## src/rtl/mc_control_fsm.sv

```systemverilog
// rtl/mc_control_fsm.sv - main control FSM for the multicycle RV32I datapath
// Moore state register plus combinational select, ALU and immediate decoders.
module mc_control_fsm (
  input  logic       clk,
  input  logic       rst_n,
  input  logic [6:0] op,
  input  logic [2:0] funct3,
  input  logic       funct7b5,
  input  logic       zero,
  input  logic       mem_ready,
  output logic       pc_write,
  output logic       ir_write,
  output logic       reg_write,
  output logic       mem_write,
  output logic       adr_src,
  output logic [1:0] alu_src_a,
  output logic [1:0] alu_src_b,
  output logic [1:0] result_src,
  output logic [1:0] imm_src,
  output logic [2:0] alu_control,
  output logic       illegal_op
);

  localparam logic [6:0] OP_LW  = 7'b0000011;
  localparam logic [6:0] OP_SW  = 7'b0100011;
  localparam logic [6:0] OP_R   = 7'b0110011;
  localparam logic [6:0] OP_I   = 7'b0010011;
  localparam logic [6:0] OP_B   = 7'b1100011;
  localparam logic [6:0] OP_JAL = 7'b1101111;

  typedef enum logic [3:0] {
    S_FETCH    = 4'd0,
    S_DECODE   = 4'd1,
    S_MEMADR   = 4'd2,
    S_MEMREAD  = 4'd3,
    S_MEMWB    = 4'd4,
    S_MEMWRITE = 4'd5,
    S_EXECR    = 4'd6,
    S_EXECI    = 4'd7,
    S_ALUWB    = 4'd8,
    S_JAL      = 4'd9,
    S_BRANCH   = 4'd10
  } state_t;

  typedef enum logic [1:0] {
    ALU_ADD   = 2'd0,
    ALU_SUB   = 2'd1,
    ALU_FUNCT = 2'd2
  } alu_op_t;

  state_t  state;
  alu_op_t alu_op;
  logic    branch_ok;
  logic    op_known;

  // Only beq/bne are supported among the branch encodings.
  assign branch_ok = (funct3[2:1] == 2'b00);

  always_comb begin
    op_known = 1'b0;
    case (op)
      OP_LW, OP_SW, OP_R, OP_I, OP_B, OP_JAL: op_known = 1'b1;
      default:                                op_known = 1'b0;
    endcase
  end

  always_ff @(posedge clk or negedge rst_n) begin
    if (!rst_n) begin
      state <= S_FETCH;
    end else begin
      case (state)
        S_FETCH:    if (mem_ready) state <= S_DECODE;
        S_DECODE: begin
          case (op)
            OP_LW, OP_SW: state <= S_MEMADR;
            OP_R:         state <= S_EXECR;
            OP_I:         state <= S_EXECI;
            OP_B:         state <= branch_ok ? S_BRANCH : S_FETCH;
            OP_JAL:       state <= S_JAL;
            default:      state <= S_FETCH;
          endcase
        end
        S_MEMADR:   state <= (op == OP_SW) ? S_MEMWRITE : S_MEMREAD;
        S_MEMREAD:  if (mem_ready) state <= S_MEMWB;
        S_MEMWB:    state <= S_FETCH;
        S_MEMWRITE: if (mem_ready) state <= S_FETCH;
        S_EXECR:    state <= S_ALUWB;
        S_EXECI:    state <= S_ALUWB;
        S_ALUWB:    state <= S_FETCH;
        S_JAL:      state <= S_ALUWB;
        S_BRANCH:   state <= S_FETCH;
        default:    state <= S_FETCH;
      endcase
    end
  end

  always_comb begin
    pc_write    = 1'b0;
    ir_write    = 1'b0;
    reg_write   = 1'b0;
    mem_write   = 1'b0;
    adr_src     = 1'b0;
    alu_src_a   = 2'b00;
    alu_src_b   = 2'b00;
    result_src  = 2'b00;
    alu_op      = ALU_ADD;
    illegal_op  = 1'b0;
    alu_control = 3'b000;

    case (state)
      S_FETCH: begin
        alu_src_b  = 2'b10;
        result_src = 2'b10;
        ir_write   = mem_ready;
        pc_write   = mem_ready;
      end
      S_DECODE: begin
        alu_src_a  = 2'b01;
        alu_src_b  = 2'b01;
        illegal_op = !op_known || ((op == OP_B) && !branch_ok);
      end
      S_MEMADR: begin
        alu_src_a = 2'b10;
        alu_src_b = 2'b01;
      end
      S_MEMREAD:  adr_src = 1'b1;
      S_MEMWB: begin
        result_src = 2'b01;
        reg_write  = 1'b1;
      end
      S_MEMWRITE: begin
        adr_src   = 1'b1;
        mem_write = 1'b1;
      end
      S_EXECR: begin
        alu_src_a = 2'b10;
        alu_op    = ALU_FUNCT;
      end
      S_EXECI: begin
        alu_src_a = 2'b10;
        alu_src_b = 2'b01;
        alu_op    = ALU_FUNCT;
      end
      S_ALUWB:    reg_write = 1'b1;
      S_JAL: begin
        alu_src_a = 2'b01;
        alu_src_b = 2'b10;
        pc_write  = 1'b1;
      end
      S_BRANCH: begin
        alu_src_a = 2'b10;
        alu_op    = ALU_SUB;
        pc_write  = zero ^ funct3[0];
      end
      default: ;
    endcase

    case (alu_op)
      ALU_ADD: alu_control = 3'b000;
      ALU_SUB: alu_control = 3'b001;
      default: begin
        case (funct3)
          3'b000:  alu_control = (op[5] && funct7b5) ? 3'b001 : 3'b000;
          3'b010:  alu_control = 3'b101;
          3'b110:  alu_control = 3'b011;
          3'b111:  alu_control = 3'b010;
          default: alu_control = 3'b000;
        endcase
      end
    endcase

    // Reset kills every strobe and select in the same cycle it is asserted.
    if (!rst_n) begin
      pc_write    = 1'b0;
      ir_write    = 1'b0;
      reg_write   = 1'b0;
      mem_write   = 1'b0;
      adr_src     = 1'b0;
      alu_src_a   = 2'b00;
      alu_src_b   = 2'b00;
      result_src  = 2'b00;
      alu_control = 3'b000;
      illegal_op  = 1'b0;
    end
  end

  always_comb begin
    imm_src = 2'b00;
    case (op)
      OP_SW:   imm_src = 2'b01;
      OP_B:    imm_src = 2'b10;
      OP_JAL:  imm_src = 2'b11;
      default: imm_src = 2'b00;
    endcase
  end

endmodule

```

## config.mk

```make
export PLATFORM = sky130hd
export DESIGN_NAME = mc_control_fsm
export DESIGN_NICKNAME = d
export VERILOG_FILES = /design/src/rtl/mc_control_fsm.sv
export SDC_FILE = /design/constraint.sdc
export NUM_CORES = 1
export LEC_CHECK = 0
export CAP_MARGIN = 15
export CELL_PAD_IN_SITES_DETAIL_PLACEMENT = 1
export CELL_PAD_IN_SITES_GLOBAL_PLACEMENT = 2
export CORE_ASPECT_RATIO = 1.4
export CORE_MARGIN = 2
export CORE_UTILIZATION = 21
export CTS_BUF_LIST = sky130_fd_sc_hd__clkbuf_16
export DETAILED_ROUTE_END_ITERATION = 8
export GPL_ROUTABILITY_DRIVEN = 0
export PLACE_DENSITY_LB_ADDON = 0.1
export SYNTH_ARGS = -nofsm -noshare
export SYNTH_HDL_FRONTEND = slang
export SYNTH_SLANG_ARGS = --single-unit
```

## constraint.sdc

```tcl
create_clock -name clk -period 1.3 [get_ports clk]
set_clock_uncertainty 0.05 [all_clocks]
set_input_delay 0.13 -clock clk [delete_from_list [all_inputs] [get_ports clk]]
set_output_delay 0.13 -clock clk [all_outputs]
set_load 0.01 [all_outputs]
```

Yosys cells after proc, flatten, opt, wreduce, memory -nomap -nowiden. Index checks and enable logic that the tools add are counted.

Register bits: 4. Logic and storage cells: 77.

Muxes and demuxes: 32. Reduce and logical (&&, ||, !) cells: 20. Bitwise logic cells: 1. Eq/ne operators: 23.

Operators by type and width (count): $pmux W4 S6 (1); $pmux W4 S5 (1); $eq A4 B3 Y1 const B (4); $mux W4 (4); $pmux W2 S2 (4); $eq A7 B6 Y1 const B (2); $eq A7 B7 Y1 const B (2); $mux W1 (13); $eq A4 B4 Y1 const B (3); $pmux W3 S4 (1); $reduce_or A2 Y1 (6); $eq A4 B2 Y1 const B (2); $eq A7 B2 Y1 const B (1); $eq A7 B5 Y1 const B (1); $eq A3 B3 Y1 const B (2); $mux W2 (3); $mux W3 (2); $ne A2 B2 Y1 const B (3); $pmux W2 S3 (1); $pmux W3 S2 (1); $reduce_or A3 Y1 (2); $reduce_or A6 Y1 (1); $eq A4 B1 Y1 const B (1); $logic_not A2 Y1 (2); 11 further kinds (13).

Depth between registers and ports, before layout. Gate-level depths: netlist (run 1).

Depth in word-level cells: 7. Depth in mapped cells: 5. Mapped depth without buffers: 3.

Worst setup path after synthesis (run 1). No wires, ideal clock.

Path type: register to output. From: reg state[1]. To: out ir_write. Stages on the path, launching flop included: 4. Setup slack: -116 ps. Data arrival time: 1236 ps. Path buffers: 0. Required time: 1120 ps. Cells stage by stage: dfrtp_1 > nand2b_1 > nor4_1 > and2_1.

Word-level cells in the longest chain between the ends: 3.

RTL lines: from (decl) (RTL line 51) `state_t state;`; from (signal assigned) (RTL line 78) `OP_B: state <= branch_ok ? S_BRANCH : S_FETCH;`; from (signal assigned) (RTL line 83) `S_MEMADR: state <= (op == OP_SW) ? S_MEMWRITE : S_MEMREAD;`; $logic_not A4 Y1 (RTL line 110) `case (state)`; $mux W1 (RTL line 110); $mux W1 (RTL line 173) `if (!rst_n) begin`; to (decl) (RTL line 12) `output logic ir_write,`.

No other way between the ends.

Final worst setup path (run 1).
From: reg state[0]. To: out pc_write.

Word-level cells in the longest chain between the ends: 3. Elaborated cells on any way between the ends: 5.

RTL lines: $eq A4 B4 Y1 / $logic_not A4 Y1 (equally long branches) (RTL line 110); $pmux W1 S3 * (RTL line 110); $mux W1 * (RTL line 173); to (decl) (RTL line 11) `output logic pc_write,`.

Mark *: on every way between the ends. The rest lies on a longest branch, timed or not.

==> results of run 1 <==
[metrics by stage]
| step | setup WS, ns | total power (W) | instances | util, % | instance area (um^2) |
|---|---|---|---|---|---|
| final | -0.370 | 0.00144 | 221 | 59.8 | 1850 |
| after global routing | -0.419 | 0.00150 | 221 | 59.8 | 1850 |
| after CTS | -0.292 | 0.00132 | 215 | 54.8 | 1690 |
| after detailed placement | -0.662 | 0.000668 | 195 | 43.1 | 1330 |
| after global placement | -0.637 | 0.000657 | 195 | 43.1 | 1330 |
| after floorplan | 0.000514 | 0.000379 | 88 | - | 691 |
[power by group through the flow]
stage	Clock [W]	Sequential (W)	Combinational, W
after detailed placement	0	0.000161	0.000507
after global routing	0.000499	0.000168	0.000836
after global placement	0	0.000161	0.000496
after CTS	0.000495	0.000159	0.000670
final	0.000486	0.000167	0.000787
after floorplan	0	0.000142	0.000237
[worst max-delay path, delay by kind of cell (launching register included)]
kind	cells	cell delay, ns
DFF	1	0.47
buffers and inverters	2	0.31
and+or+nand+nor	1	0.30
AOI/OAI and AO/OA	2	0.19
[cells in the final DEF (no fill, tap or decap), types with 3 or more instances in the layout]
cell,count
clkdlybuf4s50_1,6
buf_4,45
nor2b_4,3
dfrtp_2,4
nor2_1,3
buf_2,14
clkbuf_16,3
nand2b_4,4
nand2_1,4
a21oi_1,3
buf_6,22
[metal layers]
metal | track usage (%) | up-vias
li1 | - | 518
met4 | 6.73 | 0
met3 | 3.38 | 7
met5 | 0 | -
met1 | 20.6 | 538
met2 | 44.2 | 29
[cells in the mapped netlist, types with 2 or more instances]
cell | n | area (um^2)
a211oi_1 | 3 | 22.5
a21oi_1 | 6 | 30.0
a22oi_1 | 2 | 15.0
and3_1 | 4 | 25.0
buf_2 | 4 | 20.0
buf_6 | 2 | 22.5
dfrtp_1 | 4 | 100
mux2i_1 | 2 | 20.0
nand2_1 | 6 | 22.5
nand2b_1 | 5 | 31.3
nand3_1 | 2 | 10.0
nor2_1 | 7 | 26.3
nor2b_1 | 6 | 37.5
nor3_1 | 2 | 10.0
nor3b_1 | 3 | 22.5
nor4_1 | 2 | 12.5
o32ai_1 | 2 | 17.5
xor2_1 | 3 | 26.3
[worst min-delay path by stage]
stage	from	end	slack [ns]	depth (start not counted)
after global placement	rst_n	state[2]	0.48	2
after global routing	rst_n	state[1]	0.06	2
after detailed placement	rst_n	state[2]	0.48	2
after CTS	rst_n	state[2]	0.002	2
final	rst_n	state[2]	0.04	2
after floorplan	rst_n	state[0]	-0.22	0
[cell families (layout without fill, tap and decap cells)]
group                  count (synthesis)  after routing  share of synthesized area (%)
AO/OA/AOI/OAI                         22             22                           25.0
XOR/XNOR                               4              4                           5.23
buffers and inverters                  8            102                           7.48
flip-flops                             4              4                           15.0
multiplexers                           2              2                           2.99
AND/OR/NAND/NOR                       48             48                           44.3
[area by class of cell]
cell class / instances / area, um^2
repair buffers: 98 / 830
multi-input cells: 76 / 787
fillers: 363 / 1240
clock buffers: 3 / 75.1
well taps: 39 / 48.8
inverters: 1 / 3.75
flip-flops and latches: 4 / 105
[repair_timing]
action,CTS,global route
setup endpoints to repair,21,21
gates resized for setup,127,35
pin swaps,19,15
setup buffers,18,12
==> impl_metrics.csv, run 1 <==
group,metric,value,unit
run_status,status,"complete, but fails checks",
run_status,violations,"setup timing",
finish,drive_gt1_share,73.1,%
sta,fmax,599,MHz
worst_setup_path,critPathMaxStageDelay,0.47,ns
worst_setup_path,arrival,1.49,ns
cts,hold_buffers,0,
worst_setup_path,path_max_fanout,7,
worst_setup_path,cp-start-kind,"flop",
floorplan,std_cell_rows,24,
floorplan,die_w,51.7,um
cts,h-tree-depth,1,
synthesis,ys.warnings.count,0,
detailed_routing,ant_nets,0,
cts,clockRootBuffer,"clkbuf_16",
detailed_routing,drtIter0Drc,13,
sta,setup_violations,19,
sta,slew_headroom,82.1,%
worst_setup_path,end_kind,"output port",
sta,finalMaxSlewViolations,0,
power,ir_drop,599,uV
worst_setup_path,regToRegEndpoint,"state[1]",
global_route,grt_max_degree,8,
global_route,overflow,0,
global_route,grt_pass1_vias,1221,
synthesis,synthesis.nets,103,
power,seqPwrFrac,11.6,%
power,leakage,0.863,nW
place,hpwl,2250,um
worst_setup_path,required,1.12,ns
cts,cts.path.max_buffers,2,
finish,nNetsFinal,199,
floorplan,die_area,3660,um^2
worst_setup_path,r2r-start,"state[3]",
synthesis,ys_ff_latch,4,
detailed_routing,first_pass_iters,4,
floorplan,core_region_area,3090,um^2
floorplan,top_level_ports,32,
sta,hold_viol_final,0,
floorplan,initial_core_util,21.6,%
flow_run,cap_violations,0,
synthesis,syn_avg_cell_area,7.61,um^2
detailed_routing,drcViolationCount,0,
detailed_routing,drt-total-wl,3930,um
sta,holdWs,0.0434,ns
cts,cts_tree,"built",
detailed_routing,routed-wl-met2,2350,um
sta,worst_slack,-0.370,ns
power,power.switching,0.000467,W
cts,clk_pin_slew,0.03,ns
synthesis,yosys_most_used_dff,"dfrtp_1",
detailed_routing,wl_met1,1420,um
power,power_density,778,nW/um^2
cts,cts.sinks,4,
finish,top_regs,"state x4",
synthesis,ys_async_sr_fraction,100,%
finish,area_growth,176,%
detailed_routing,num_vias,1092,
cts,clk-insertion-delay-late,0.23,ns
sta,setup_tns,-4.71,ns
sta,period_needed,1.67,ns
sta,worst_pin_slew,0.269,ns
synthesis,netlist_instances,88,
power,power.share.clock,33.8,%
synthesis,synth.distinct_cells,41,
synthesis,yosysSeqAreaShare,15.0,%
detailed_routing,detail_route.wl_per_cell,17.8,um
sta,rsz0062_at_grt,"true",
min_path,hold_class,"in -> async",
detailed_routing,vias_per_cell,4.94,
cts,numCtsBuffers,3,
synthesis,synth-edff-count,0,
worst_setup_path,worstSetupPathType,"reg -> out",
synthesis,synthesis.area,669,um^2
sta,finalCritPeriodShare,128,%
power,comb_power_share,54.6,%
place,port_buffers,31,
detailed_routing,routed.top_layer,"met4",
worst_setup_path,crit_chain,"buf_6, nor4b_4, a21oi_4, a21oi_2, buf_2",
floorplan,die_y,70.8,um
worst_setup_path,crit_path_end,"pc_write",
finish,antenna_cells,0,
detailed_routing,dr_wl_met3,115,um
global_route,grt_pass1_wl,5870,um
worst_setup_path,rrSetupSlack,-0.23,ns
finish,largest_reg_flops,4,
worst_setup_path,crit_start,"state[0]",
global_route,track_usage,21.6,%
worst_setup_path,rr_worst_depth,8,
power,switching_share,32.4,%
global_route,antenna_found_initial,0,
worst_setup_path,cp_slowest_cell,"dfrtp_2",
power,p_int,0.000973,W
finish,top_register,"state",
Note: power is estimated with default switching activity, not from simulation.
==> inputs of run 2 (changes only) <==
Settings changed: SKIP_LAST_GASP set to 1.
==> run 2 against run 1 <==
Effect of this change:
- sequential power is essentially flat
- non-clock buffer count is the same
- combinational power is 0.9% higher
- power increased by 0.86%
- the flow still finishes with violations (setup timing)
- hold slack worse by 0.0069 ns
- setup slack improved by 0.041 ns
- critical endpoint is now illegal_op
- largest cell class unchanged
- register-to-register slack improved by 0.03 ns
- die area unchanged
==> impl_metrics.csv, run 2 (synthesis gave the netlist of run 1 again) <==
group,metric,value,unit
power,ir_drop,566,uV
cts,cts_tree,"built",
detailed_routing,drt-total-wl,3950,um
worst_setup_path,rr_worst_depth,8,
finish,layout_commonest_cell,"buf_4",
finish,area_growth,178,%
sta,period_needed,1.63,ns
min_path,hold_class,"in -> async",
worst_setup_path,cp-start-kind,"flop",
detailed_routing,num_vias,1081,
detailed_routing,ant_nets,0,
finish,top_register,"state",
global_route,antenna_found_initial,0,
worst_setup_path,path_delay_family,"flip-flops",
finish,antenna_cells,0,
floorplan,die_y,70.8,um
power,switching_share,32.7,%
cts,clockRootBuffer,"clkbuf_16",
finish,layout_common_cells,"buf_4 (45), buf_6 (21), buf_2 (15), clkdlybuf4s50_1 (6)",
worst_setup_path,path_common_cell,"buf_6",
worst_setup_path,end_kind,"output port",
finish,largest_reg_flops,4,
global_route,overflow,0,
sta,finalMaxSlewViolations,0,
sta,hold_viol_final,0,
floorplan,std_cell_rows,24,
detailed_routing,detail_route.wl_per_cell,17.9,um
global_route,grt_pass1_wl,5740,um
power,p_total,0.00145,W
power,seqPwrFrac,11.5,%
worst_setup_path,arrival,1.45,ns
sta,finalCritPeriodShare,125,%
sta,setup_tns,-4.43,ns
finish,drive_gt1_share,72.5,%
detailed_routing,drcViolationCount,0,
power,power.share.clock,33.8,%
worst_setup_path,crit_buf_inv,3,
floorplan,initial_core_util,21.6,%
power,comb_power_share,54.7,%
global_route,grt_max_degree,8,
power,power_density,780,nW/um^2
cts,cts.path.max_buffers,2,
sta,rsz0062_at_grt,"true",
floorplan,die_w,51.7,um
worst_setup_path,path_max_fanout,3,
detailed_routing,drtIter0Drc,6,
global_route,track_usage,21.1,%
run_status,status,"complete, but fails checks",
run_status,violations,"setup timing",
detailed_routing,vias_per_cell,4.89,
worst_setup_path,crit_chain,"buf_6, buf_6, nor2_4, and3_4, o221a_4, buf_6",
detailed_routing,first_pass_iters,3,
power,p_int,0.000976,W
finish,nNetsFinal,199,
worst_setup_path,crit_cells,6,
floorplan,core_region_area,3090,um^2
sta,worst_slack,-0.329,ns
cts,numCtsBuffers,3,
sta,fmax,614,MHz
place,port_buffers,31,
sta,worst_pin_slew,0.274,ns
sta,setup_violations,19,
floorplan,die_area,3660,um^2
worst_setup_path,worstSetupPathType,"reg -> out",
cts,h-tree-depth,1,
cts,clk-insertion-delay-late,0.23,ns
power,leakage,0.873,nW
global_route,grt_pass1_vias,1182,
worst_setup_path,rrSetupSlack,-0.20,ns
cts,clk_pin_slew,0.03,ns
place,dp_slack,-0.662,ns
cts,hold_buffers,0,
flow_run,cap_violations,0,
worst_setup_path,cp_slowest_cell,"dfrtp_2",
place,hpwl,2250,um
power,power.switching,0.000475,W
sta,slew_headroom,81.7,%
finish,top_regs,"state x4",
cts,cts.sinks,4,
worst_setup_path,critPathMaxStageDelay,0.43,ns
floorplan,top_level_ports,32,
worst_setup_path,required,1.12,ns
run 2: timing repair:
item / 4_1_cts / 5_1_grt
gates resized for setup: 124 / 36
pin swaps: 19 / 17
cloned: 0 / 0
endpoints found under the setup margin: 21 / 21
setup buffers: 18 / 10
run 2: worst paths after layout:
check	from	end
worst max register to register	state[3]	state[1]
worst min-delay path	rst_n	state[2]
worst max-delay path	state[3]	illegal_op
max in group asynchronous	rst_n	state[0]
worst min register to register	state[1]	state[3]
min in group clk	op[0]	state[1]
run 2: layer usage:
metal	track usage, %	vias up	wire (um)
li1	-	518	-
met5	0	-	0
met2	42.6	27	2310
met3	3.59	9	122
met4	7.02	0	90
met1	20.3	527	1430
run 2: power by group through the flow:
stage	Sequential, W	Combinational (W)	Clock, W
floorplan	0.000142	0.000237	0
global placement	0.000161	0.000496	0
detailed placement	0.000161	0.000507	0
CTS	0.000159	0.000666	0.000495
global route	0.000169	0.000846	0.000506
finish	0.000167	0.000794	0.000491
run 2: stage by stage:
| step | utilization, % | instances | hold slack, ns | area, um^2 |
|---|---|---|---|---|
| after detailed placement | 43.1 | 195 | 0.482 | 1330 |
| after CTS | 54.4 | 215 | 0.00165 | 1680 |
| after floorplan | - | 88 | -0.216 | 691 |
| after global routing | 60.2 | 221 | 0.0527 | 1860 |
| final | 60.2 | 221 | 0.0365 | 1860 |
| after global placement | 43.1 | 195 | 0.480 | 1330 |
run 2: layout make-up:
cell class              count  area (um^2)
flip-flops and latches      4          105
inverters                   1         3.75
well taps                  39         48.8
fillers                   348         1230
clock buffers               3         75.1
repair buffers             98          832
multi-input cells          76          796
==> RTL edit (config.mk and constraints of run 2) <==
The 11 states of `state_t` get a one-hot encoding in 11 bits.
--- a/src/rtl/mc_control_fsm.sv
+++ b/src/rtl/mc_control_fsm.sv
@@ -28,18 +28,18 @@
   localparam logic [6:0] OP_B   = 7'b1100011;
   localparam logic [6:0] OP_JAL = 7'b1101111;
 
-  typedef enum logic [3:0] {
-    S_FETCH    = 4'd0,
-    S_DECODE   = 4'd1,
-    S_MEMADR   = 4'd2,
-    S_MEMREAD  = 4'd3,
-    S_MEMWB    = 4'd4,
-    S_MEMWRITE = 4'd5,
-    S_EXECR    = 4'd6,
-    S_EXECI    = 4'd7,
-    S_ALUWB    = 4'd8,
-    S_JAL      = 4'd9,
-    S_BRANCH   = 4'd10
+  typedef enum logic [10:0] {
+    S_FETCH    = 11'b00000000001,
+    S_DECODE   = 11'b00000000010,
+    S_MEMADR   = 11'b00000000100,
+    S_MEMREAD  = 11'b00000001000,
+    S_MEMWB    = 11'b00000010000,
+    S_MEMWRITE = 11'b00000100000,
+    S_EXECR    = 11'b00001000000,
+    S_EXECI    = 11'b00010000000,
+    S_ALUWB    = 11'b00100000000,
+    S_JAL      = 11'b01000000000,
+    S_BRANCH   = 11'b10000000000
   } state_t;
 
   typedef enum logic [1:0] {
Behaviour: same outputs for any inputs over 10 cycles, from zero or initial values and one cycle with rst_n low; not proved beyond that.
==> RTL edit against run 2 <==
The run still ends with setup timing left; synthesized area increased by 38%; combinational power increased by 51%; setup slack got worse by 890 ps; wire length increased by 9.1%; sequential cell count increased by 7; power increased by 49%; register-to-register slack got worse by 810 ps; synthesized cell count increased by 24%; design area increased by 12%; cell count increased by 22%; non-clock buffer count increased by 5.
==> RTL edit: results <==
group,metric,value,unit
drt,dr.pass1.iters,4,
logic_synthesis,syn_avg_cell_area,8.471,sq um
placement,dpl_cell_area,1728,sq um
pwr,swShare,31.55,%
timing,worstMarginPinSlew,496.5,ps
timing,setup_ws,-1221,ps
pwr,power_leakage,0.0009607,uW
logic_synthesis,syn-num-nets,124,
worst_hold_path,hold_path_class,"in -> reg",
status,outcome,"finished with violations",
global_routing,grt_pass1_wl,6210,um
critical_path,r2r-start,"state[5]",
global_routing,track_usage,16.99,%
cells_and_area,reg_top3,"state x11",
cts,cts-resized-gates,129,
drt,wirelength,4305,um
placement,dpl.cell_count,247,
critical_path,path_max_fanout,4,
cells_and_area,fin_nets,226,
timing,setup_viol,26,
global_routing,grt_max_degree,9,
critical_path,r2r_end,"state[0]",
logic_synthesis,synth_common_cells,"dfrtp_1 (10), nor2_1 (9), nand2_1 (8), nor3_1 (8), inv_1 (5)",
logic_synthesis,synthTopCellsByArea,"dfrtp_1 (27%), nor3_1 (4.3%), nor2_1 (3.7%)",
pwr,total_power,2170,uW
cts,cts_setup_buffers,15,
placement,post-place-ws,-1474,ps
cells_and_area,nFillCells,502,
cells_and_area,drive_above_1_share,66.67,%
pwr,peakVddDrop,0.0005833,V
critical_path,slowest_stage,"or4_4",
status,violations,"setup timing",
pwr,clkPwrFrac,25.4,%
timing,timing.hold.ws,165.8,ps
critical_path,cp_slowest_stage_delay,560,ps
timing,setup_tns,-24770,ps
critical_path,r2r_slack,-1010,ps
drt,drtIter0Drc,31,
logic_synthesis,synth-seq-area-share,29.95,%
-- RTL edit: cell types whose count changed after synthesis, moves of 4 or more --
cell | before | now
inv_1 | 1 | 5
dfrtp_1 | 4 | 10
a21boi_1 | 0 | 4
nor3_1 | 2 | 8
buf_2 | 4 | 0
nor2b_1 | 6 | 1
a21oi_1 | 6 | 0
-- RTL edit: kinds of logic after synthesis --
group           after synthesis  synth area share (%)
buf+inv                      11                 6.097
compound gates               22                 19.38
simple gates                 60                 39.84
xor+xnor                      5                 4.743
flops                        11                 29.95
-- RTL edit: final cells by class --
| cell class | instances | area [sq um] | share of cell area, % |
|---|---|---|---|
| Clock inverter | 1 | 3.754 | 0.1808 |
| Inverter | 5 | 18.77 | 0.9042 |
| Multi-Input combinational cell | 87 | 812.0 | 39.12 |
| Sequential cell | 11 | 276.5 | 13.32 |
| Clock buffer | 3 | 75.07 | 3.617 |
| Tap cell | 60 | 75.07 | 3.617 |
| Timing Repair Buffer | 103 | 814.5 | 39.24 |
-- RTL edit: critical path: cells and delay by family, from the launching register on --
| kind | cells | cell delay, ps |
|---|---|---|
| AOI/OAI and AO/OA | 1 | 110 |
| buffers and inverters | 1 | 130 |
| and+or+nand+nor | 3 | 1480 |
| DFF | 1 | 380 |
-- RTL edit: per-layer routing --
layer  part of all wire [%]  GRT usage, %
met5                      0             0
met4                    1.0         5.111
met3                    2.0         1.402
met2                     60         34.78
met1                     36         17.40
-- RTL edit: worst max-delay path by stage --
stage,to,slack (ps),cells past startpoint
floorplan,adr_src,-1030,5
global placement,illegal_op,-1440,6
detailed placement,illegal_op,-1470,6
CTS,adr_src,-1220,5
global route,alu_src_b[0],-1290,6
finish,adr_src,-1220,5
